File: config.mk
export PLATFORM = sky130hd
export DESIGN_NAME = board_ram_arbiter_flat
export DESIGN_NICKNAME = d
export VERILOG_FILES = /design/src/rtl/board_ram_arbiter_pkg.sv /design/src/rtl/board_ram_arbiter_if.sv /design/src/rtl/board_ram_arbiter_rr_pick2.sv /design/src/rtl/board_ram_arbiter.sv /design/src/flat_wrapper.sv
export SDC_FILE = /design/constraint.sdc
export NUM_CORES = 1
export LEC_CHECK = 0
export CORE_MARGIN = 2
export CORE_UTILIZATION = 30
export CTS_BUF_LIST = sky130_fd_sc_hd__clkbuf_16
export DETAILED_ROUTE_END_ITERATION = 10
export HOLD_SLACK_MARGIN = 0.12
export PLACE_DENSITY = 0.7
export SYNTH_ARGS = -nofsm -noshare
export SYNTH_HDL_FRONTEND = slang
export SYNTH_SLANG_ARGS = --single-unit
File: constraint.sdc
create_clock -name clk -period 4.14 [get_ports clk]
set_input_delay 0.828 -clock clk [delete_from_list [all_inputs] [get_ports clk]]
set_output_delay 0.828 -clock clk [all_outputs]
set_load 0.05 [all_outputs]
File: src/rtl/board_ram_arbiter_pkg.sv
// snake_pkg: board geometry, cell status codes and arbiter select type.
// in_bounds() is only built when BOUNDS_CHECK_EN is defined.
package snake_pkg;

    localparam int unsigned BOARD_W = 160;
    localparam int unsigned BOARD_H = 120;
    localparam int unsigned X_W     = 8;
    localparam int unsigned Y_W     = 7;
    localparam int unsigned ADDR_W  = 15;

    typedef logic [1:0] cell_t;

    localparam cell_t EMPTY = 2'b00;
    localparam cell_t SNAKE = 2'b01;
    localparam cell_t FOOD  = 2'b10;
    localparam cell_t WALL  = 2'b11;

    typedef enum logic {
        SEL_UPD  = 1'b0,
        SEL_SCAN = 1'b1
    } sel_t;

`ifdef BOUNDS_CHECK_EN
    function automatic logic in_bounds(input logic [X_W-1:0] x, input logic [Y_W-1:0] y);
        return (x < X_W'(BOARD_W)) && (y < Y_W'(BOARD_H));
    endfunction
`endif

endpackage

File: src/rtl/board_ram_arbiter_if.sv
// Requester and RAM-side signals of the board RAM arbiter.
// slave = arbiter view, master = engines/RAM view.
interface board_ram_arbiter_if;
    import snake_pkg::*;

    logic              upd_req;
    logic              upd_we;
    logic [X_W-1:0]    upd_x;
    logic [Y_W-1:0]    upd_y;
    cell_t             upd_wdata;
    logic              upd_gnt;
    logic              upd_rvalid;
    cell_t             upd_rdata;
    logic              upd_err;

    logic              scan_req;
    logic [X_W-1:0]    scan_x;
    logic [Y_W-1:0]    scan_y;
    logic              scan_gnt;
    logic              scan_rvalid;
    cell_t             scan_rdata;

    logic [ADDR_W-1:0] ram_addr;
    cell_t             ram_data;
    logic              ram_wren;
    cell_t             ram_q;

    modport slave (
        input  upd_req, upd_we, upd_x, upd_y, upd_wdata,
        input  scan_req, scan_x, scan_y, ram_q,
        output upd_gnt, upd_rvalid, upd_rdata, upd_err,
        output scan_gnt, scan_rvalid, scan_rdata,
        output ram_addr, ram_data, ram_wren
    );

    modport master (
        output upd_req, upd_we, upd_x, upd_y, upd_wdata,
        output scan_req, scan_x, scan_y, ram_q,
        input  upd_gnt, upd_rvalid, upd_rdata, upd_err,
        input  scan_gnt, scan_rvalid, scan_rdata,
        input  ram_addr, ram_data, ram_wren
    );

endinterface

File: src/rtl/board_ram_arbiter_rr_pick2.sv
// rr_pick2: two-way round-robin pick; bit 0 = update engine, bit 1 = scan engine.
module rr_pick2
    import snake_pkg::*;
(
    input  logic [1:0] elig_i,
    input  sel_t       last_sel_i,
    output logic [1:0] sel_o
);

    always_comb begin
        sel_o = '0;
        unique case (elig_i)
            2'b01:   sel_o = 2'b01;
            2'b10:   sel_o = 2'b10;
            2'b11:   sel_o = (last_sel_i == SEL_SCAN) ? 2'b01 : 2'b10;
            default: sel_o = '0;
        endcase
    end

endmodule

File: src/rtl/board_ram_arbiter.sv
// board_ram_arbiter: shares the board status RAM between the update and scan engines.
// Optional feature macro BOUNDS_CHECK_EN: out-of-range accesses never reach the RAM.
module board_ram_arbiter
    import snake_pkg::*;
(
    input  logic               clk,
    input  logic               reset_n,
    board_ram_arbiter_if.slave bus
);

    logic [1:0]        elig;
    logic [1:0]        sel;
    logic              upd_ok;
    logic              scan_ok;

    sel_t              last_sel_q;
    logic              upd_gnt_q;
    logic              scan_gnt_q;
    logic              upd_rd_q;
    logic              upd_rvalid_q;
    logic              scan_rvalid_q;
    logic              ram_wren_q;
    logic [ADDR_W-1:0] ram_addr_q;
    cell_t             ram_data_q;

    // A requester holding its grant this cycle cannot win again next cycle.
    assign elig = {bus.scan_req & ~scan_gnt_q, bus.upd_req & ~upd_gnt_q};

    rr_pick2 u_pick (
        .elig_i     (elig),
        .last_sel_i (last_sel_q),
        .sel_o      (sel)
    );

    always_ff @(posedge clk or negedge reset_n) begin
        if (!reset_n) begin
            last_sel_q    <= SEL_SCAN;
            upd_gnt_q     <= 1'b0;
            scan_gnt_q    <= 1'b0;
            upd_rd_q      <= 1'b0;
            upd_rvalid_q  <= 1'b0;
            scan_rvalid_q <= 1'b0;
            ram_wren_q    <= 1'b0;
            ram_addr_q    <= '0;
            ram_data_q    <= EMPTY;
        end else begin
            upd_gnt_q     <= sel[0];
            scan_gnt_q    <= sel[1];
            upd_rd_q      <= sel[0] & ~bus.upd_we & upd_ok;
            upd_rvalid_q  <= upd_rd_q;
            scan_rvalid_q <= scan_gnt_q;
            ram_wren_q    <= 1'b0;
            if (sel[0]) begin
                last_sel_q <= SEL_UPD;
                if (upd_ok) begin
                    ram_addr_q <= {bus.upd_x, bus.upd_y};
                    ram_data_q <= bus.upd_wdata;
                    ram_wren_q <= bus.upd_we;
                end
            end else if (sel[1]) begin
                last_sel_q <= SEL_SCAN;
                if (scan_ok) begin
                    ram_addr_q <= {bus.scan_x, bus.scan_y};
                end
            end
        end
    end

    assign bus.upd_gnt     = upd_gnt_q;
    assign bus.scan_gnt    = scan_gnt_q;
    assign bus.upd_rvalid  = upd_rvalid_q;
    assign bus.scan_rvalid = scan_rvalid_q;
    assign bus.ram_wren    = ram_wren_q;
    assign bus.ram_addr    = ram_addr_q;
    assign bus.ram_data    = ram_data_q;
    assign bus.upd_rdata   = upd_rvalid_q ? bus.ram_q : EMPTY;

`ifdef BOUNDS_CHECK_EN
    logic upd_bad_q;
    logic scan_bad_q;
    logic upd_err_q;
    logic scan_wall_q;

    assign upd_ok  = in_bounds(bus.upd_x, bus.upd_y);
    assign scan_ok = in_bounds(bus.scan_x, bus.scan_y);

    // Rejection flags follow the same grant-to-return pipeline as read data.
    always_ff @(posedge clk or negedge reset_n) begin
        if (!reset_n) begin
            upd_bad_q   <= 1'b0;
            scan_bad_q  <= 1'b0;
            upd_err_q   <= 1'b0;
            scan_wall_q <= 1'b0;
        end else begin
            upd_bad_q   <= sel[0] & ~upd_ok;
            scan_bad_q  <= sel[1] & ~scan_ok;
            upd_err_q   <= upd_bad_q;
            scan_wall_q <= scan_bad_q;
        end
    end

    assign bus.upd_err    = upd_err_q;
    assign bus.scan_rdata = !scan_rvalid_q ? EMPTY : (scan_wall_q ? WALL : bus.ram_q);
`else
    assign upd_ok         = 1'b1;
    assign scan_ok        = 1'b1;
    assign bus.upd_err    = 1'b0;
    assign bus.scan_rdata = scan_rvalid_q ? bus.ram_q : EMPTY;
`endif

endmodule
File: src/flat_wrapper.sv
// flat-port wrapper written by rule: the top's interface ports become plain ports
module board_ram_arbiter_flat import snake_pkg::*;
  (clk, reset_n, bus_upd_req, bus_upd_we, bus_upd_x, bus_upd_y, bus_upd_wdata, bus_scan_req, bus_scan_x, bus_scan_y, bus_ram_q, bus_upd_gnt, bus_upd_rvalid, bus_upd_rdata, bus_upd_err, bus_scan_gnt, bus_scan_rvalid, bus_scan_rdata, bus_ram_addr, bus_ram_data, bus_ram_wren);
  board_ram_arbiter_if bus_i ();
  input  logic clk;
  input  logic reset_n;
  input wire logic [$bits(bus_i.upd_req)-1:0] bus_upd_req;
  input wire logic [$bits(bus_i.upd_we)-1:0] bus_upd_we;
  input wire logic [$bits(bus_i.upd_x)-1:0] bus_upd_x;
  input wire logic [$bits(bus_i.upd_y)-1:0] bus_upd_y;
  input wire logic [$bits(bus_i.upd_wdata)-1:0] bus_upd_wdata;
  input wire logic [$bits(bus_i.scan_req)-1:0] bus_scan_req;
  input wire logic [$bits(bus_i.scan_x)-1:0] bus_scan_x;
  input wire logic [$bits(bus_i.scan_y)-1:0] bus_scan_y;
  input wire logic [$bits(bus_i.ram_q)-1:0] bus_ram_q;
  output wire logic [$bits(bus_i.upd_gnt)-1:0] bus_upd_gnt;
  output wire logic [$bits(bus_i.upd_rvalid)-1:0] bus_upd_rvalid;
  output wire logic [$bits(bus_i.upd_rdata)-1:0] bus_upd_rdata;
  output wire logic [$bits(bus_i.upd_err)-1:0] bus_upd_err;
  output wire logic [$bits(bus_i.scan_gnt)-1:0] bus_scan_gnt;
  output wire logic [$bits(bus_i.scan_rvalid)-1:0] bus_scan_rvalid;
  output wire logic [$bits(bus_i.scan_rdata)-1:0] bus_scan_rdata;
  output wire logic [$bits(bus_i.ram_addr)-1:0] bus_ram_addr;
  output wire logic [$bits(bus_i.ram_data)-1:0] bus_ram_data;
  output wire logic [$bits(bus_i.ram_wren)-1:0] bus_ram_wren;
  assign bus_i.upd_req = bus_upd_req;
  assign bus_i.upd_we = bus_upd_we;
  assign bus_i.upd_x = bus_upd_x;
  assign bus_i.upd_y = bus_upd_y;
  assign bus_i.upd_wdata = bus_upd_wdata;
  assign bus_i.scan_req = bus_scan_req;
  assign bus_i.scan_x = bus_scan_x;
  assign bus_i.scan_y = bus_scan_y;
  assign bus_i.ram_q = bus_ram_q;
  assign bus_upd_gnt = bus_i.upd_gnt;
  assign bus_upd_rvalid = bus_i.upd_rvalid;
  assign bus_upd_rdata = bus_i.upd_rdata;
  assign bus_upd_err = bus_i.upd_err;
  assign bus_scan_gnt = bus_i.scan_gnt;
  assign bus_scan_rvalid = bus_i.scan_rvalid;
  assign bus_scan_rdata = bus_i.scan_rdata;
  assign bus_ram_addr = bus_i.ram_addr;
  assign bus_ram_data = bus_i.ram_data;
  assign bus_ram_wren = bus_i.ram_wren;
  board_ram_arbiter u_core (.clk(clk), .reset_n(reset_n), .bus(bus_i));
endmodule
==> summary.md, run 1 <==
| Metric | Value |
|---|---|
| Pleak | `0.7100 nW` |
| Detail Route met3 WL | `118 microns` |
| Avg Cell Area, Syn | `13.78 sq um` |
| Total core area | `3390 sq um` |
| RSZ-0062 raised after global routing | `no` |
| Worst Hold End | `u_core.bus.upd_rvalid$_DFF_PN0_` |
| Crit Path Class | `input pin to primary output` |
| Clock Sinks | `24` |
| Post-synth top cells | `dfrtp_1 (23), a221o_1 (15), nor3b_1 (15), and2_1 (5), buf_6 (4)` |
| Residual DRC count | `0` |
| Worst Hold Launch | `u_core.upd_rd_q$_DFF_PN0_` |
| Crit. Startpoint | `bus_ram_q[1]` |
| Internal | `0.5959 mW` |
| Post-CTS setup buffer count | `0` |
| DIE HEIGHT | `63.86 microns` |
| Fmax | `0.3258 GHz` |
| Root buf cell | `clkbuf_16` |
| Comb power frac | `0.459` |
| Met1 WL | `1120 microns` |
| Cells after synthesis | `78` |
| Antenna Violating Nets Remaining | `0` |
| Hold buffer count at CTS | `0` |
| Crit share post-route | `0.7414` |
| Vias in the first global route | `887` |
| IR drop worst, VDD | `277.3 uV` |
| Global Route Usage Sum | `0.1411` |
| CP endpoint kind | `primary output` |
| Register area share after synthesis | `0.5600` |
| Setup_tns | `0 ps` |
| Actual slew at the worst max-slew pin | `1041 ps` |
| Final hold violations | `0` |
| Vias per inst | `4.816` |
| Async SR Flop Fraction | `1.000` |
| Antenna violations before repair | `0` |
| Placer congestion estimate | `0.6963` |
| CP max FO | `2` |
| Worst EP arrival | `2240 ps` |
| Yosys top cell area share | `0.5355` |
| Diode count | `0` |
| Ys Warns | `0` |
| # resized after CTS | `0` |
| Status | `finished, final reports clean` |
| Port Buffer Count | `64` |
| Clk pwr share | `0.209` |
| Initial DRC Count | `20` |
| Worst min path class | `register to register` |
| Worst rel slew slack | `0.3040` |
| Synth Register Bits | `24` |
| Synth Net Count | `117` |
| Fin Clk Skew | `1.374 ps` |
| Clock Latency Late Sink | `250 ps` |
| Nets@finish | `179` |
| Largest net degree at the start of global routing | `25` |
| Worst-case reg-to-reg path depth | `3` |
| Global-route wire length before repair | `4526 microns` |
| Area contributors post-synth | `dfrtp_1 (54%), a221o_1 (14%), nor3b_1 (10%)` |
| Fraction of power spent switching nets | `0.3856` |
| Minimum clock period after layout | `3069 ps` |
| Die ar. | `4077 sq um` |
| Total of max-cap violations | `0` |
| Pwr Density | `542.8 nW/um^2` |
| Average wire per standard cell | `14.61 microns` |
| Initial Utilization | `0.3171` |
| Via count | `891` |
| DRT Pass-1 Iters | `4` |
| Crit path required time | `3310 ps` |
| Share of post-route cells with drive strength above 1 | `0.07914` |
| Total CTS buffers | `3` |
| R2R Setup Slk | `2480 ps` |
| P&R area growth vs syn | `66.24%` |
| Reg-to-reg endpoint | `u_core.bus.ram_data[1]$_DFFE_PN0P_` |
| Remaining Overflow, GRT | `0` |
| Flop pwr share | `0.332` |
| Sw Pwr | `0.3739 mW` |
| Hold Path Depth | `0` |
| Most used standard cell by instance count after synthesis | `dfrtp_1` |
| Post-Layout Cell Count | `185` |
| Predominant post-synthesis flop cell | `dfrtp_1` |
| Cell variety after synth | `17` |
| Max clock buf depth | `2` |
| Total Routed Length | `2703 microns` |
| Top layer in use | `met3` |
| Biggest area consumer among synthesized cells | `dfrtp_1` |
| Die X | `63.86 microns` |
| I/O pin total | `66` |
| Slew Viols, Final | `0` |
| HPWL Detailed | `2042 microns` |
| Post-synth EDFFs | `0` |
| Row cnt | `21` |
| Reg-to-reg startpoint | `u_core.bus.upd_gnt$_DFF_PN0_` |
| DP Cell Count | `181` |
| CTS tree | `done` |
| Routed wl met2 | `1464 microns` |
| H-Tree Depth | `1` |
| CP startpoint kind | `input pin` |
| Post-Syn Area | `1075 sq um` |
| # setup viols final | `0` |
| Clock transition at path regs | `60 ps` |
[worst max path at each step]
| stage | slack, ps | endpoint |
|---|---|---|
| 2_1_floorplan | 2070 | bus_upd_rdata[0] |
| 3_3_place_gp | 1110 | bus_upd_rdata[0] |
| 3_5_place_dp | 1060 | bus_scan_rdata[1] |
| 4_1_cts | 1060 | bus_scan_rdata[1] |
| 5_1_grt | 1030 | bus_scan_rdata[1] |
| 6_report | 1070 | bus_scan_rdata[1] |
[area by class of cell]
class	instances	area, sq um
Multi-Input combinational cell	46	400.4
Clock inverter	1	3.754
Clock buffer	3	75.07
Sequential cell	24	601.8
Timing Repair Buffer	65	648.1
Fill cell	296	1603
Tap cell	46	57.56
[stage by stage]
| step | power (mW) | util | hold slack, ps | setup WS [ps] | instance area (sq um) |
|---|---|---|---|---|---|
| after global placement | 0.7688 | 0.5039 | 332.2 | 1108 | 1708 |
| after CTS | 0.9822 | 0.5271 | 354.9 | 1057 | 1787 |
| final | 0.9698 | 0.5271 | 350.8 | 1071 | 1787 |
| after detailed placement | 0.7752 | 0.5039 | 341.0 | 1057 | 1708 |
| after global routing | 1.016 | 0.5271 | 369.3 | 1028 | 1787 |
| after floorplan | 0.6186 | - | 331.2 | 2072 | 1075 |
[cell usage in the layout, fill, tap and decap left out]
cell,count
o21a_4,1
a221o_1,15
a21oi_1,1
nor2_1,1
nor3b_1,15
nor2b_4,1
a21oi_4,1
clkdlybuf4s50_1,64
clkinv_1,1
nor2b_1,2
conb_1,1
mux2_2,2
buf_4,1
clkbuf_16,3
and2_1,5
dfstp_2,1
nand2b_4,1
dfrtp_1,23
[flip-flops by register name (all words and copies together) (netlist names)]
register	count
u_core.bus.ram_data	2
u_core.bus.upd_rvalid	1
u_core.upd_rd_q	1
u_core.bus.ram_wren	1
u_core.bus.scan_rvalid	1
u_core.bus.ram_addr	15
u_core.bus.scan_gnt	1
u_core.last_sel_q	1
u_core.bus.upd_gnt	1
[metal layers]
| layer | vias to the layer above | GRT usage |
|---|---|---|
| li1 | 415 | - |
| met2 | 34 | 0.2448 |
| met4 | 0 | 0.03261 |
| met3 | 0 | 0.02113 |
| met5 | - | 0 |
| met1 | 442 | 0.1845 |
[logic make-up after synthesis]
group           Yosys count  synth area share
other cells               1          0.003489
compound gates           18            0.1734
buf+inv                   8           0.06751
simple gates             25            0.1746
mux                       2           0.02095
flops                    24            0.5600
[power groups by stage]
stage	clock network, mW	logic [mW]	registers (mW)
2_1_floorplan	0	0.123	0.496
3_3_place_gp	0	0.446	0.323
3_5_place_dp	0	0.449	0.327
4_1_cts	0.210	0.449	0.323
5_1_grt	0.220	0.467	0.329
6_report	0.202	0.446	0.322
[worst max-delay path, stage by stage]
cell and delay, ps:
clkdlybuf4s50_1 470, and2_1 140, clkdlybuf4s50_1 800
Power figures use the tool's default switching activity.
==> inputs of run 2 (changes only) <==
==> constraint.sdc (replaced) <==
create_clock -name clk -period 2.9 [get_ports clk]
set_input_delay 0.58 -clock clk [delete_from_list [all_inputs] [get_ports clk]]
set_output_delay 0.58 -clock clk [all_outputs]
set_load 0.05 [all_outputs]
==> summary.md, run 2 (synthesized netlist as in run 1, its figures left out) <==
| Metric | Value |
|---|---|
| Share of post-route cells with drive strength above 1 | `0.09220` |
| DP Cell Count | `183` |
| H-Tree Depth | `1` |
| # setup viols final | `0` |
| Average wire per standard cell | `15.02 microns` |
| Largest register FFs | `15` |
| Post-Layout Cell Count | `187` |
| Pleak | `0.7198 nW` |
| Pwr Density | `775.8 nW/um^2` |
| Minimum clock period after layout | `2570 ps` |
| Reg-to-reg endpoint | `u_core.bus.ram_addr[5]$_DFFE_PN0P_` |
| Top Family by Delay on Critical Path | `buffers and inverters` |
| Clock Sinks | `24` |
| DRT Pass-1 Iters | `4` |
| Placer congestion estimate | `0.6858` |
| Antenna Violating Nets Remaining | `0` |
| Initial DRC Count | `32` |
| Crit Path Class | `input pin to primary output` |
| Max clock buf depth | `2` |
| Die ar. | `4077 sq um` |
| DIE HEIGHT | `63.86 microns` |
| Crit path buf inv count | `2` |
| Hold Path Depth | `0` |
| Worst EP arrival | `1990 ps` |
| Fin Clk Skew | `0.8933 ps` |
| RSZ-0062 raised after global routing | `no` |
| Slew Viols, Final | `0` |
| Clock transition at path regs | `60 ps` |
| Worst Hold Launch | `u_core.upd_rd_q$_DFF_PN0_` |
| Total of max-cap violations | `0` |
| CP cell instances | `clkdlybuf4s50_1 -> and2_1 -> clkdlybuf4s50_1` |
| R2R Setup Slk | `1490 ps` |
| Antenna violations before repair | `0` |
| # resized after CTS | `0` |
| Via count | `893` |
| HPWL Detailed | `2088 microns` |
| Nets@finish | `181` |
| Diode count | `0` |
| Reg-to-reg startpoint | `u_core.bus.upd_gnt$_DFF_PN0_` |
| Worst min path class | `register to register` |
| Most frequent cells in the layout | `clkdlybuf4s50_1 (64), dfrtp_1 (23), nor3b_1 (15), a221o_1 (15), and2_1 (5)` |
| Global-route wire length before repair | `4671 microns` |
| Hold buffer count at CTS | `0` |
| Residual DRC count | `0` |
| Final hold violations | `0` |
| Remaining Overflow, GRT | `0` |
| Port Buffer Count | `64` |
| Clock Latency Late Sink | `250 ps` |
| CP endpoint kind | `primary output` |
| Total Routed Length | `2808 microns` |
| CP startpoint kind | `input pin` |
| Largest net degree at the start of global routing | `25` |
| Status | `finished, final reports clean` |
| Crit share post-route | `0.8863` |
| Row cnt | `21` |
| Worst rel slew slack | `0.6590` |
| CTS tree | `done` |
| Worst-case reg-to-reg path depth | `4` |
| Actual slew at the worst max-slew pin | `509.9 ps` |
| CP max FO | `2` |
| Crit. Startpoint | `bus_ram_q[1]` |
| Commonest non-fill, non-tap cell in the layout | `clkdlybuf4s50_1` |
| Initial Utilization | `0.3171` |
| Post-CTS setup buffer count | `0` |
| P&R area growth vs syn | `67.64%` |
| IR drop worst, VDD | `321.9 uV` |
| Root buf cell | `clkbuf_16` |
| Global Route Usage Sum | `0.1461` |
| Critical Path Stages | `3` |
| Setup_tns | `0 ps` |
| Total core area | `3390 sq um` |
| I/O pin total | `66` |
| CP max-delay cell | `clkdlybuf4s50_1` |
| Die X | `63.86 microns` |
| Fmax | `0.3891 GHz` |
| Crit path required time | `2320 ps` |
| Vias in the first global route | `958` |
| Worst path max stage delay | `800 ps` |
| Vias per inst | `4.775` |
| Core Util, Final | `0.5316` |
| Worst Hold End | `u_core.bus.upd_rvalid$_DFF_PN0_` |
| Most used cell, CP | `clkdlybuf4s50_1` |
| Total CTS buffers | `3` |
run 2: cell count changes in the layout (fill, tap and decap cells not counted):
cell	previous run	this run
buf_4	1	3
run 2: layout make-up:
class / instances / area, sq um
Clock buffer: 3 / 75.07
Clock inverter: 1 / 3.754
Fill cell: 304 / 1588
Multi-Input combinational cell: 46 / 400.4
Sequential cell: 24 / 601.8
Tap cell: 46 / 57.56
Timing Repair Buffer: 67 / 663.1
run 2: worst max path at each step:
stage	to	slack, ps
4_1_cts	bus_upd_rdata[0]	310
5_1_grt	bus_scan_rdata[1]	270
3_5_place_dp	bus_upd_rdata[0]	320
3_3_place_gp	bus_upd_rdata[0]	360
2_1_floorplan	bus_upd_rdata[0]	1210
6_report	bus_scan_rdata[1]	330
run 2: per-layer routing:
metal,wire length [microns],up-vias,global-route usage
li1,-,418,-
met4,11,0,0.05978
met1,1162,441,0.1792
met3,103,2,0.01408
met2,1531,32,0.2604
met5,0,-,0
run 2: power by group:
group	switching [mW]	internal [mW]	leakage, nW
sequential	0.0452	0.414	0.295
combinational	0.387	0.256	0.386
clock	0.111	0.184	0.0385
run 2: metrics by stage:
stage	total power [mW]	area [sq um]	hold slack, ps	setup slack (ps)
6_report	1.398	1802	351.9	329.8
4_1_cts	1.416	1802	355.4	314.1
2_1_floorplan	0.8832	1075	284.4	1207
5_1_grt	1.461	1802	364.3	269.2
3_5_place_dp	1.114	1723	341.2	318.5
3_3_place_gp	1.101	1723	332.8	364.4
==> inputs of run 3 (changes only) <==
--- a/config.mk
+++ b/config.mk
@@ -6,11 +6,11 @@
 export NUM_CORES = 1
 export LEC_CHECK = 0
 export CORE_MARGIN = 2
-export CORE_UTILIZATION = 30
+export CORE_UTILIZATION = 36
 export CTS_BUF_LIST = sky130_fd_sc_hd__clkbuf_16
 export DETAILED_ROUTE_END_ITERATION = 10
 export HOLD_SLACK_MARGIN = 0.12
-export PLACE_DENSITY = 0.7
+export PLACE_DENSITY = 0.81
 export SYNTH_ARGS = -nofsm -noshare
 export SYNTH_HDL_FRONTEND = slang
 export SYNTH_SLANG_ARGS = --single-unit
==> summary.md, run 3 (synthesized netlist as in run 1, its figures left out) <==
| Metric | Value |
|---|---|
| Flop pwr share | `0.329` |
| Status | `finished with violations` |
| Post-CTS setup buffer count | `0` |
| Final WS setup | `354.0 ps` |
| Clock Latency Late Sink | `250 ps` |
| Internal | `0.8539 mW` |
| Most used cell, CP | `clkdlybuf4s50_1` |
| Root buf cell | `clkbuf_16` |
| # resized after CTS | `0` |
| Core Util, Final | `0.6356` |
| Residual DRC count | `4` |
| Comb power frac | `0.460` |
| Worst path max stage delay | `800 ps` |
| Global-route wire length before repair | `4195 microns` |
| Hold_ws | `347.9 ps` |
| Total core area | `2805 sq um` |
| Clk pwr share | `0.211` |
| DIE HEIGHT | `58.64 microns` |
| Vias in the first global route | `939` |
| I/O pin total | `66` |
| Average wire per standard cell | `15.58 microns` |
| Antenna violations before repair | `0` |
| Slew Viols, Final | `0` |
| Die X | `58.64 microns` |
| Initial DRC Count | `16` |
| Pwr Density | `784.4 nW/um^2` |
| Crit Path Class | `input pin to primary output` |
| Final hold violations | `0` |
| Worst rel slew slack | `0.4305` |
| Largest net degree at the start of global routing | `21` |
| Nets@finish | `181` |
| Fraction of power spent switching nets | `0.3894` |
| CP endpoint kind | `primary output` |
| IR drop worst, VDD | `477.2 uV` |
| DP Cell Count | `168` |
| HPWL Detailed | `2028 microns` |
| CTS tree | `done` |
| Fmax | `0.3928 GHz` |
| Total chip power | `1.399 mW` |
| H-Tree Depth | `1` |
| CP max-delay cell | `clkdlybuf4s50_1` |
| Die ar. | `3439 sq um` |
| # setup viols final | `0` |
| Post-route cell area | `1783 sq um` |
| Post-Layout Cell Count | `172` |
| Initial Utilization | `0.3831` |
| Dpl ws | `339.9 ps` |
| Clock Sinks | `24` |
| Setup_tns | `0 ps` |
| Port Buffer Count | `64` |
| Detail Route met3 WL | `316 microns` |
| Share of post-route cells with drive strength above 1 | `0.09220` |
| Routed wl met2 | `1306 microns` |
| Remaining Overflow, GRT | `0` |
| Total Routed Length | `2680 microns` |
| Global Route Usage Sum | `0.1632` |
| Crit share post-route | `0.8779` |
| Clock transition at path regs | `60 ps` |
| Fin Clk Skew | `1.579 ps` |
| Row cnt | `19` |
| RSZ-0062 raised after global routing | `no` |
| Commonest non-fill, non-tap cell in the layout | `clkdlybuf4s50_1` |
| Sw Pwr | `0.5446 mW` |
| Vias per inst | `5.140` |
| P&R area growth vs syn | `65.89%` |
| Placer congestion estimate | `0.6381` |
| Diode count | `0` |
| Met1 WL | `1047 microns` |
| Top layer in use | `met4` |
| Via count | `884` |
| Most frequent cells in the layout | `clkdlybuf4s50_1 (64), dfrtp_1 (23), nor3b_1 (15), a221o_1 (15), and2_1 (5)` |
| Crit path required time | `2320 ps` |
| Antenna Violating Nets Remaining | `0` |
| CP max FO | `2` |
| Minimum clock period after layout | `2546 ps` |
| Total of max-cap violations | `0` |
| Worst min path class | `register to register` |
| Cell Area, Placed | `1704 sq um` |
| Max clock buf depth | `2` |
| Actual slew at the worst max-slew pin | `851.6 ps` |
| Total CTS buffers | `3` |
| Pleak | `0.7198 nW` |
| Failing checks | `DRC` |
| CP cell instances | `clkdlybuf4s50_1 -> and2_1 -> clkdlybuf4s50_1` |
| Hold buffer count at CTS | `0` |
| Largest register FFs | `15` |
| DRT Pass-1 Iters | `7` |
| CP startpoint kind | `input pin` |
| Crit path buf inv count | `2` |
| Worst EP arrival | `1970 ps` |
| Top Family by Delay on Critical Path | `buffers and inverters` |
-- run 3: layout make-up --
type | instances | area, sq um
Timing Repair Buffer | 67 | 663.1
Clock buffer | 3 | 75.07
Sequential cell | 24 | 601.8
Clock inverter | 1 | 3.754
Multi-Input combinational cell | 46 | 400.4
Fill cell | 239 | 1022
Tap cell | 31 | 38.79
-- run 3: power by group through the flow --
| stage | Clock (mW) | Sequential [mW] | Combinational [mW] |
|---|---|---|---|
| after floorplan | 0 | 0.707 | 0.176 |
| after global placement | 0 | 0.460 | 0.637 |
| after CTS | 0.301 | 0.460 | 0.649 |
| after detailed placement | 0 | 0.465 | 0.646 |
| final | 0.295 | 0.460 | 0.643 |
| after global routing | 0.315 | 0.470 | 0.674 |
-- run 3: routing by layer --
layer  track usage  vias to the layer above
li1              -                      417
met2        0.2729                       42
met5             0                        -
met4       0.05844                        0
met3       0.07033                        2
met1        0.1864                      423
-- run 3: path summary, 6_finish.rpt --
check | end | cells after the start | from | slack, ps
max | bus_upd_rdata[0] | 3 | bus_ram_q[0] | 350
min | u_core.bus.upd_rvalid$_DFF_PN0_ | 0 | u_core.upd_rd_q$_DFF_PN0_ | 350
max reg2reg | u_core.bus.ram_addr[1]$_DFFE_PN0P_ | 4 | u_core.bus.upd_gnt$_DFF_PN0_ | 1380
min reg2reg | u_core.bus.upd_rvalid$_DFF_PN0_ | 0 | u_core.upd_rd_q$_DFF_PN0_ | 350
max in group asynchronous | u_core.bus.upd_gnt$_DFF_PN0_ | 2 | reset_n | 1470
min in group asynchronous | u_core.bus.ram_data[0]$_DFFE_PN0P_ | 1 | reset_n | 810
